==> config.mk <==
export PLATFORM = sky130hd
export DESIGN_NAME = msk_timing_ctrl
export DESIGN_NICKNAME = d
export VERILOG_FILES = /design/src/rtl/msk_timing_ctrl.sv
export SDC_FILE = /design/constraint.sdc
export NUM_CORES = 1
export LEC_CHECK = 0
export BUFFER_PORTS_ARGS = -buffer_cell sky130_fd_sc_hd__buf_2
export CAP_MARGIN = 20
export CORE_ASPECT_RATIO = 2
export CORE_MARGIN = 1.5
export CORE_UTILIZATION = 55
export CTS_CLUSTER_DIAMETER = 100
export DETAILED_ROUTE_END_ITERATION = 6
export GPL_TIMING_DRIVEN = 0
export PLACE_DENSITY = 0.72
export SLEW_MARGIN = 20
export SYNTH_ARGS = -nofsm -noshare
export SYNTH_HDL_FRONTEND = slang
export SYNTH_SLANG_ARGS = --single-unit
==> constraint.sdc <==
create_clock -name clk -period 9.5 [get_ports clk]
set_input_delay 1.425 -clock clk [delete_from_list [all_inputs] [get_ports clk]]
set_output_delay 1.425 -clock clk [all_outputs]
set_load 0.02 [all_outputs]
==> src/rtl/msk_timing_ctrl.sv <==
// msk_timing_ctrl: symbol-timing controller for the MSK demodulator.
// Measures where phase-difference sign transitions fall inside the symbol,
// acquires an initial midpoint_adj, then tracks it one sample at a time.
module msk_timing_ctrl #(
  parameter int SAMPLES_PER_SYM = 80,
  parameter int ACQ_SYMS        = 64,
  parameter int TRK_SYMS        = 16,
  parameter int ADJ_MAX         = 20,
  parameter int DEADBAND        = 1,
  parameter int MIN_TRANS       = 8,
  parameter int LOSS_LIMIT      = 4
) (
  input  logic               clk,
  input  logic               reset_n,
  input  logic               enable,
  input  logic               phase_valid,
  input  logic signed [31:0] phase_diff,
  input  logic               sym_start,
  output logic signed [31:0] midpoint_adj,
  output logic               adj_update,
  output logic               locked,
  output logic [1:0]         state
);
  localparam int PW = $clog2(SAMPLES_PER_SYM);
  localparam int HALF = SAMPLES_PER_SYM / 2;
  localparam logic signed [31:0] ADJ_HI = ADJ_MAX;
  localparam logic signed [31:0] ADJ_LO = -ADJ_MAX;
  localparam logic signed [31:0] DBAND  = DEADBAND;

  typedef enum logic [1:0] {IDLE = 2'd0, ACQUIRE = 2'd1, CALC = 2'd2, TRACK = 2'd3} state_t;

  state_t             state_q, state_d;
  logic [PW-1:0]      pos_q, pos_d;
  logic               s_prev_q, s_prev_d;
  logic               armed_q, armed_d;
  logic               from_trk_q, from_trk_d;
  logic [15:0]        sym_cnt_q, sym_cnt_d;
  logic signed [31:0] err_sum_q, err_sum_d;
  logic [31:0]        trans_cnt_q, trans_cnt_d;
  logic [31:0]        div_rem_q, div_rem_d;
  logic [31:0]        div_quo_q, div_quo_d;
  logic [5:0]         div_cnt_q, div_cnt_d;
  logic [7:0]         miss_q, miss_d;
  logic signed [31:0] adj_q, adj_d;
  logic               adj_update_q, adj_update_d;
  logic               locked_q, locked_d;

  logic [PW-1:0]      idx;
  logic signed [31:0] err;
  logic               s;
  logic [15:0]        win_last;
  logic [32:0]        rem_sh;
  logic signed [31:0] avg;
  logic               est_valid;

  function automatic logic signed [31:0] clamp_adj(input logic signed [31:0] v);
    if (v > ADJ_HI) return ADJ_HI;
    if (v < ADJ_LO) return ADJ_LO;
    return v;
  endfunction

  // Per-sample measurement: sample index, signed timing error, sign bit, divider helpers
  always_comb begin
    if (sym_start || pos_q == PW'(SAMPLES_PER_SYM - 1)) idx = '0;
    else idx = pos_q + 1'b1;
    err = $signed({{(32-PW){1'b0}}, idx});
    if (idx >= PW'(HALF)) err = err - SAMPLES_PER_SYM;
    s         = phase_diff > 32'sd0;
    win_last  = (state_q == TRACK) ? 16'(TRK_SYMS - 1) : 16'(ACQ_SYMS - 1);
    rem_sh    = {div_rem_q, div_quo_q[31]};
    est_valid = trans_cnt_q >= 32'(MIN_TRANS);
    avg       = err_sum_q[31] ? -$signed(div_quo_q) : $signed(div_quo_q);
  end

  // Next-state: window accumulation, serial divide, acquire/track decisions
  always_comb begin
    state_d      = state_q;
    pos_d        = pos_q;
    s_prev_d     = s_prev_q;
    armed_d      = armed_q;
    from_trk_d   = from_trk_q;
    sym_cnt_d    = sym_cnt_q;
    err_sum_d    = err_sum_q;
    trans_cnt_d  = trans_cnt_q;
    div_rem_d    = div_rem_q;
    div_quo_d    = div_quo_q;
    div_cnt_d    = div_cnt_q;
    miss_d       = miss_q;
    adj_d        = adj_q;
    adj_update_d = 1'b0;
    locked_d     = locked_q;

    if (phase_valid) pos_d = idx;

    case (state_q)
      IDLE: if (enable) state_d = ACQUIRE;
      ACQUIRE, TRACK: begin
        if (phase_valid) begin
          if (!armed_q) begin
            // arming sample only primes the sign history
            if (sym_start) begin
              armed_d     = 1'b1;
              sym_cnt_d   = '0;
              s_prev_d    = s;
              err_sum_d   = '0;
              trans_cnt_d = '0;
            end
          end else if (sym_start && sym_cnt_q == win_last) begin
            // closing sample: any transition here is left out of the estimate
            state_d    = CALC;
            from_trk_d = (state_q == TRACK);
            div_rem_d  = '0;
            div_quo_d  = err_sum_q[31] ? 32'(-err_sum_q) : 32'(err_sum_q);
            div_cnt_d  = '0;
          end else begin
            if (sym_start) sym_cnt_d = sym_cnt_q + 16'd1;
            if (s != s_prev_q) begin
              err_sum_d   = err_sum_q + err;
              trans_cnt_d = trans_cnt_q + 32'd1;
            end
            s_prev_d = s;
          end
        end
      end
      CALC: begin
        if (est_valid && div_cnt_q != 6'd32) begin
          // one restoring-divide step of |err_sum| / trans_cnt
          if (rem_sh >= {1'b0, trans_cnt_q}) begin
            div_rem_d = 32'(rem_sh - {1'b0, trans_cnt_q});
            div_quo_d = {div_quo_q[30:0], 1'b1};
          end else begin
            div_rem_d = rem_sh[31:0];
            div_quo_d = {div_quo_q[30:0], 1'b0};
          end
          div_cnt_d = div_cnt_q + 6'd1;
        end else begin
          armed_d     = 1'b0;
          err_sum_d   = '0;
          trans_cnt_d = '0;
          if (!from_trk_q) begin
            if (est_valid) begin
              adj_d        = clamp_adj(avg);
              adj_update_d = 1'b1;
              locked_d     = 1'b1;
              miss_d       = '0;
              state_d      = TRACK;
            end else begin
              state_d = ACQUIRE;
            end
          end else if (est_valid) begin
            miss_d  = '0;
            state_d = TRACK;
            if (avg - adj_q > DBAND) adj_d = clamp_adj(adj_q + 32'sd1);
            else if (adj_q - avg > DBAND) adj_d = clamp_adj(adj_q - 32'sd1);
            adj_update_d = (adj_d != adj_q);
          end else if (miss_q == 8'(LOSS_LIMIT - 1)) begin
            locked_d = 1'b0;
            miss_d   = '0;
            state_d  = ACQUIRE;
          end else begin
            miss_d  = miss_q + 8'd1;
            state_d = TRACK;
          end
        end
      end
      default: state_d = IDLE;
    endcase

    // disable wins over everything; the applied offset is kept
    if (!enable) begin
      state_d      = IDLE;
      armed_d      = 1'b0;
      err_sum_d    = '0;
      trans_cnt_d  = '0;
      div_rem_d    = '0;
      div_quo_d    = '0;
      div_cnt_d    = '0;
      miss_d       = '0;
      locked_d     = 1'b0;
      adj_d        = adj_q;
      adj_update_d = 1'b0;
    end
  end

  // State registers
  always_ff @(posedge clk or negedge reset_n) begin
    if (!reset_n) begin
      state_q      <= IDLE;
      pos_q        <= '0;
      s_prev_q     <= 1'b0;
      armed_q      <= 1'b0;
      from_trk_q   <= 1'b0;
      sym_cnt_q    <= '0;
      err_sum_q    <= '0;
      trans_cnt_q  <= '0;
      div_rem_q    <= '0;
      div_quo_q    <= '0;
      div_cnt_q    <= '0;
      miss_q       <= '0;
      adj_q        <= '0;
      adj_update_q <= 1'b0;
      locked_q     <= 1'b0;
    end else begin
      state_q      <= state_d;
      pos_q        <= pos_d;
      s_prev_q     <= s_prev_d;
      armed_q      <= armed_d;
      from_trk_q   <= from_trk_d;
      sym_cnt_q    <= sym_cnt_d;
      err_sum_q    <= err_sum_d;
      trans_cnt_q  <= trans_cnt_d;
      div_rem_q    <= div_rem_d;
      div_quo_q    <= div_quo_d;
      div_cnt_q    <= div_cnt_d;
      miss_q       <= miss_d;
      adj_q        <= adj_d;
      adj_update_q <= adj_update_d;
      locked_q     <= locked_d;
    end
  end

  assign midpoint_adj = adj_q;
  assign adj_update   = adj_update_q;
  assign locked       = locked_q;
  assign state        = state_q;
endmodule
==> results of run 1 <==
## per-layer routing
metal	GRT usage, %	overflow
met5	2.27	0
met2	92.5	114
met4	80.1	73
met3	36.0	5
met1	56.6	1
## cell usage after synthesis (37+ instances only)
cell,instances
a21oi_1,232
o31ai_1,44
and2_1,37
inv_1,138
nand4_1,59
nor2_1,290
nand2_1,279
o211ai_1,42
nor4_1,67
a21o_1,44
o21ai_0,251
clkbuf_1,163
xnor2_1,150
xor2_1,83
nand3_1,104
ha_1,123
nor3_1,109
dfrtp_1,204
## stage by stage
| stage | std cells | hold WS, ns |
|---|---|---|
| after floorplan | 3066 | 0.467 |
| after detailed placement | 3671 | 0.506 |
| after global placement | 3667 | 0.485 |
| after CTS | 3706 | 0.516 |
## repair_timing
action                                  4_1_cts
gates resized for setup                      11
endpoints found under the setup margin       32
pin swaps                                     1
hold buffers                                  0
buffers inserted                              1
## cell families after synthesis
logic type | after synthesis | synth area share [%]
buffers and inverters | 352 | 6.14
adders and majority gates | 127 | 7.19
and+or+nand+nor | 1154 | 25.7
DFF | 204 | 22.7
xor gates and xnor gates | 234 | 9.14
muxes | 37 | 1.72
AOI/OAI and AO/OA | 958 | 27.5
==> flow_summary_export.csv, run 1 <==
group,metric,value,unit
placed_design,port_buffers,71,
yosys,ys_seq_area_share,22.7,%
yosys,synth_area_per_cell,7.34,µm²
floorplanning,rows,104,
yosys,synth_top_area_cell,"dfrtp_1",
cts,h-tree-depth,1,
placed_design,place_congestion,1.22,
yosys,async_reset_ff_share,100,%
status,tool.error,"[ERROR GRT-0116] Global routing finished with congestion. Check the congestion regions in the DRC Viewer.",
grt,grtUsageTotal,63.9,%
yosys,synth_ff_type,"dfrtp_1",
placed_design,placed_area,23600,µm²
floorplanning,dieWidth,146,µm
floorplanning,start_util,55.8,%
cts,root_buffer,"clkbuf_16",
yosys,synth_area_leaders,"dfrtp_1, ha_1, xnor2_1, o21ai_0, a21oi_1",
grt,grt_pass1_vias,29215,
cts,clk_path_buf_depth,3,
yosys,synth.top_cell.area_share,22.7,%
status,haltStage,"global routing (5_1_grt)",
yosys,syn_nets,3230,
cts,cts.sinks,204,
yosys,yosys_register_bits,204,
yosys,ys_warn_count,0,
placed_design,post-place-ws,-1.50,ns
yosys,synth_cells,3066,
floorplanning,ioPinCount,73,
grt,grt_pass1_wl,202000,µm
grt,grt_max_degree,84,
floorplanning,die_y,289,µm
cts,cts_buffers,20,
yosys,netlist-cell-type-count,98,
placed_design,dpl.hpwl,91700,µm
grt,overflow,193,
yosys,syn-cell-area,22500,µm²
status,outcome,"aborted with a tool error",
yosys,synth-edff-count,0,
==> inputs of run 2 (changes only) <==
--- a/config.mk
+++ b/config.mk
@@ -7,13 +7,11 @@
 export LEC_CHECK = 0
 export BUFFER_PORTS_ARGS = -buffer_cell sky130_fd_sc_hd__buf_2
 export CAP_MARGIN = 20
-export CORE_ASPECT_RATIO = 2
 export CORE_MARGIN = 1.5
-export CORE_UTILIZATION = 55
-export CTS_CLUSTER_DIAMETER = 100
+export CORE_UTILIZATION = 40
 export DETAILED_ROUTE_END_ITERATION = 6
 export GPL_TIMING_DRIVEN = 0
-export PLACE_DENSITY = 0.72
+export PLACE_DENSITY_LB_ADDON = 0.15
 export SLEW_MARGIN = 20
 export SYNTH_ARGS = -nofsm -noshare
 export SYNTH_HDL_FRONTEND = slang
==> run 2 against run 1 <==
The run now ends clean. Synthesized area unchanged. Synthesized cell count is the same.
==> flow_summary_export.csv, run 2 <==
group,metric,value,unit
status,outcome,"finished, final reports clean",
setup_path,cp.required,9.98,ns
sta,hold_violations,0,
setup_path,worst_r2r_path_depth,25,
floorplanning,core,55300,µm²
floorplanning,rows,86,
sta,period_needed,9.23,ns
floorplanning,die_y,240,µm
sta,setup_viol,0,
routing,routed_via_density,6.35,
floorplanning,dieWidth,240,µm
power,p_leak,10.6,nW
routing,ant_nets,0,
power,ir_drop,0.000202,V
grt,grt_max_degree,75,
sta,finalMaxSlewViolations,0,
sta,maxSlewHeadroom,27.0,%
setup_path,worst-path-stages,25,
yosys,yosys_register_bits,204,
final_layout,area_delta_synth_final,9.88,%
hold_path,whs_path_depth,2,
sta,max_freq,108,MHz
cts,post-cts-setup-buffers,0,
setup_path,cp_num_buf_inv,6,
final_layout,nets,3330,
sta,min_period_over_period,97.2,%
yosys,synth_ff_type,"dfrtp_1",
cts,root_buffer,"clkbuf_16",
yosys,syn-cell-area,22500,µm²
final_layout,final_common_cell,"nor2_1",
setup_path,end_kind,"flop",
hold_path,hold_path_class,"reg2reg",
routing,routedWlPerCell,25.9,µm
setup_path,slowest_stage,"xor2_1",
setup_path,path_max_fanout,10,
grt,antenna_found_initial,2,
cts,insertion_delay,0.57,ns
final_layout,diodes,0,
final_layout,fill_cells,5760,
yosys,synth-edff-count,0,
placed_design,place_congestion,0.994,
placed_design,dpl.hpwl,81100,µm
routing,vias,24937,
final_layout,drive_above_1_share,7.10,%
grt,overflow,0,
setup_path,crit_type,"reg2reg",
final_layout,postLayoutCellArea,24700,µm²
yosys,synth_cells,3066,
grt,grtUsageTotal,34.8,%
placed_design,placed_area,23900,µm²
routing,dr.pass1.iters,5,
placed_design,port_buffers,71,
yosys,synth.most_common_cell,"nor2_1",
cts,cts_buffers,27,
cts,cts_hold_buf,0,
cts,cts_tree,"yes",
power,power.total,1.99,mW
routing,drc_errors,0,
final_layout,layout_common_cells,"nor2_1, nand2_1, o21ai_0, a21oi_1, dfrtp_1",
yosys,async_reset_ff_share,100,%
cts,cts.sinks,204,
setup_path,crit_family,"simple AND/OR/NAND/NOR gates",
cts,clk_pin_slew,0.06,ns
final_layout,multi_input_area,16000,µm²
routing,wl,102000,µm
yosys,syn_nets,3230,
floorplanning,start_util,40.7,%
grt,grt_pass1_vias,23921,
floorplanning,ioPinCount,73,
sta,rsz0062_at_grt,"no",
yosys,ys_seq_area_share,22.7,%
sta,fin_skew,0.0347,ns
setup_path,cpPeakStageDelay,0.71,ns
yosys,synth_top_area_cell,"dfrtp_1",
final_layout,register_area,5100,µm²
flow_run,drv_cap,0,
floorplanning,die_area,57700,µm²
power,cellPowerDensity,80.4,nW/µm²
sta,final.setup.tns,0,ns
grt,grt_pass1_wl,152000,µm
yosys,ys_warn_count,0,
sta,worstMarginPinSlew,1.09,ns
cts,h-tree-depth,1,
yosys,synth.top_cell.area_share,22.7,%
cts,clk_path_buf_depth,3,
setup_path,crit_arrival,9.71,ns
yosys,synthTopCellsByCount,"nor2_1, nand2_1, o21ai_0",
routing,drtIter0Drc,2062,
yosys,synth_area_leaders,"dfrtp_1, ha_1, xnor2_1, o21ai_0, a21oi_1",
yosys,netlist-cell-type-count,98,
yosys,synth_area_per_cell,7.34,µm²
setup_path,critPathLaunchType,"flop",
## run 2: worst paths after layout
path                       slack, ns           from               end
setup / recovery                0.27   div_quo_q[7]  midpoint_adj[25]
hold / removal                  0.51  div_rem_q[23]     div_rem_q[23]
setup reg to reg                0.27   div_quo_q[7]  midpoint_adj[25]
hold reg to reg                 0.51  div_rem_q[23]     div_rem_q[23]
max in group asynchronous       7.51        reset_n      sym_cnt_q[2]
min in group asynchronous       0.82        reset_n        adj_update
## run 2: power breakdown
group	switching [mW]	leakage (nW)	internal [mW]	total (mW)
clock	0.422	0.415	0.589	1.01
sequential	0.00505	2.79	0.874	0.879
combinational	0.0683	7.35	0.0318	0.100
## run 2: cell families after synthesis
logic type      synth area share (%)
mux                             1.72
flops                           22.7
fa+ha+maj                       7.19
xor+xnor                        9.14
simple gates                    25.7
buf+inv                         6.14
compound gates                  27.5
## run 2: tightest hold or removal path: cells and delay by family (launching register included)
kind / cells / cell delay, ns
DFF: 1 / 0.36
AOI/OAI and AO/OA: 1 / 0.06
and+or+nand+nor: 1 / 0.05
## run 2: metal layers
metal / track usage, % / wire [µm]
met1: 45.3 / 43200
met4: 15.9 / 5230
met2: 58.0 / 47100
met5: 0 / 0
met3: 3.41 / 6180
## run 2: stage by stage
stage               util, %  hold slack, ns  std cells  worst slack (ns)
finish                 44.7           0.505       3930             0.270
global route           44.7           0.541       3930           0.00339
CTS                    44.7           0.512       3931             0.309
detailed placement     43.1           0.501       3887            -0.678
global placement       43.0           0.485       3885            -0.692
floorplan                 -           0.467       3066              2.67
## run 2: area by class of cell
cell class / instances / area share (%)
timing repair buffer: 73 / 1.70
clock inverter: 11 / 0.481
multi-input combinational: 2510 / 64.9
inverter: 144 / 2.19
buffer: 206 / 3.41
clock buffer: 34 / 2.92
sequential: 204 / 20.6
tap: 748 / 3.78
## run 2: what timing repair did
item | CTS | global route
gates resized for setup | 3 | 13
pin swaps | 0 | 1
setup endpoints to repair | 23 | 24
Note: power is estimated with default switching activity, not from simulation.
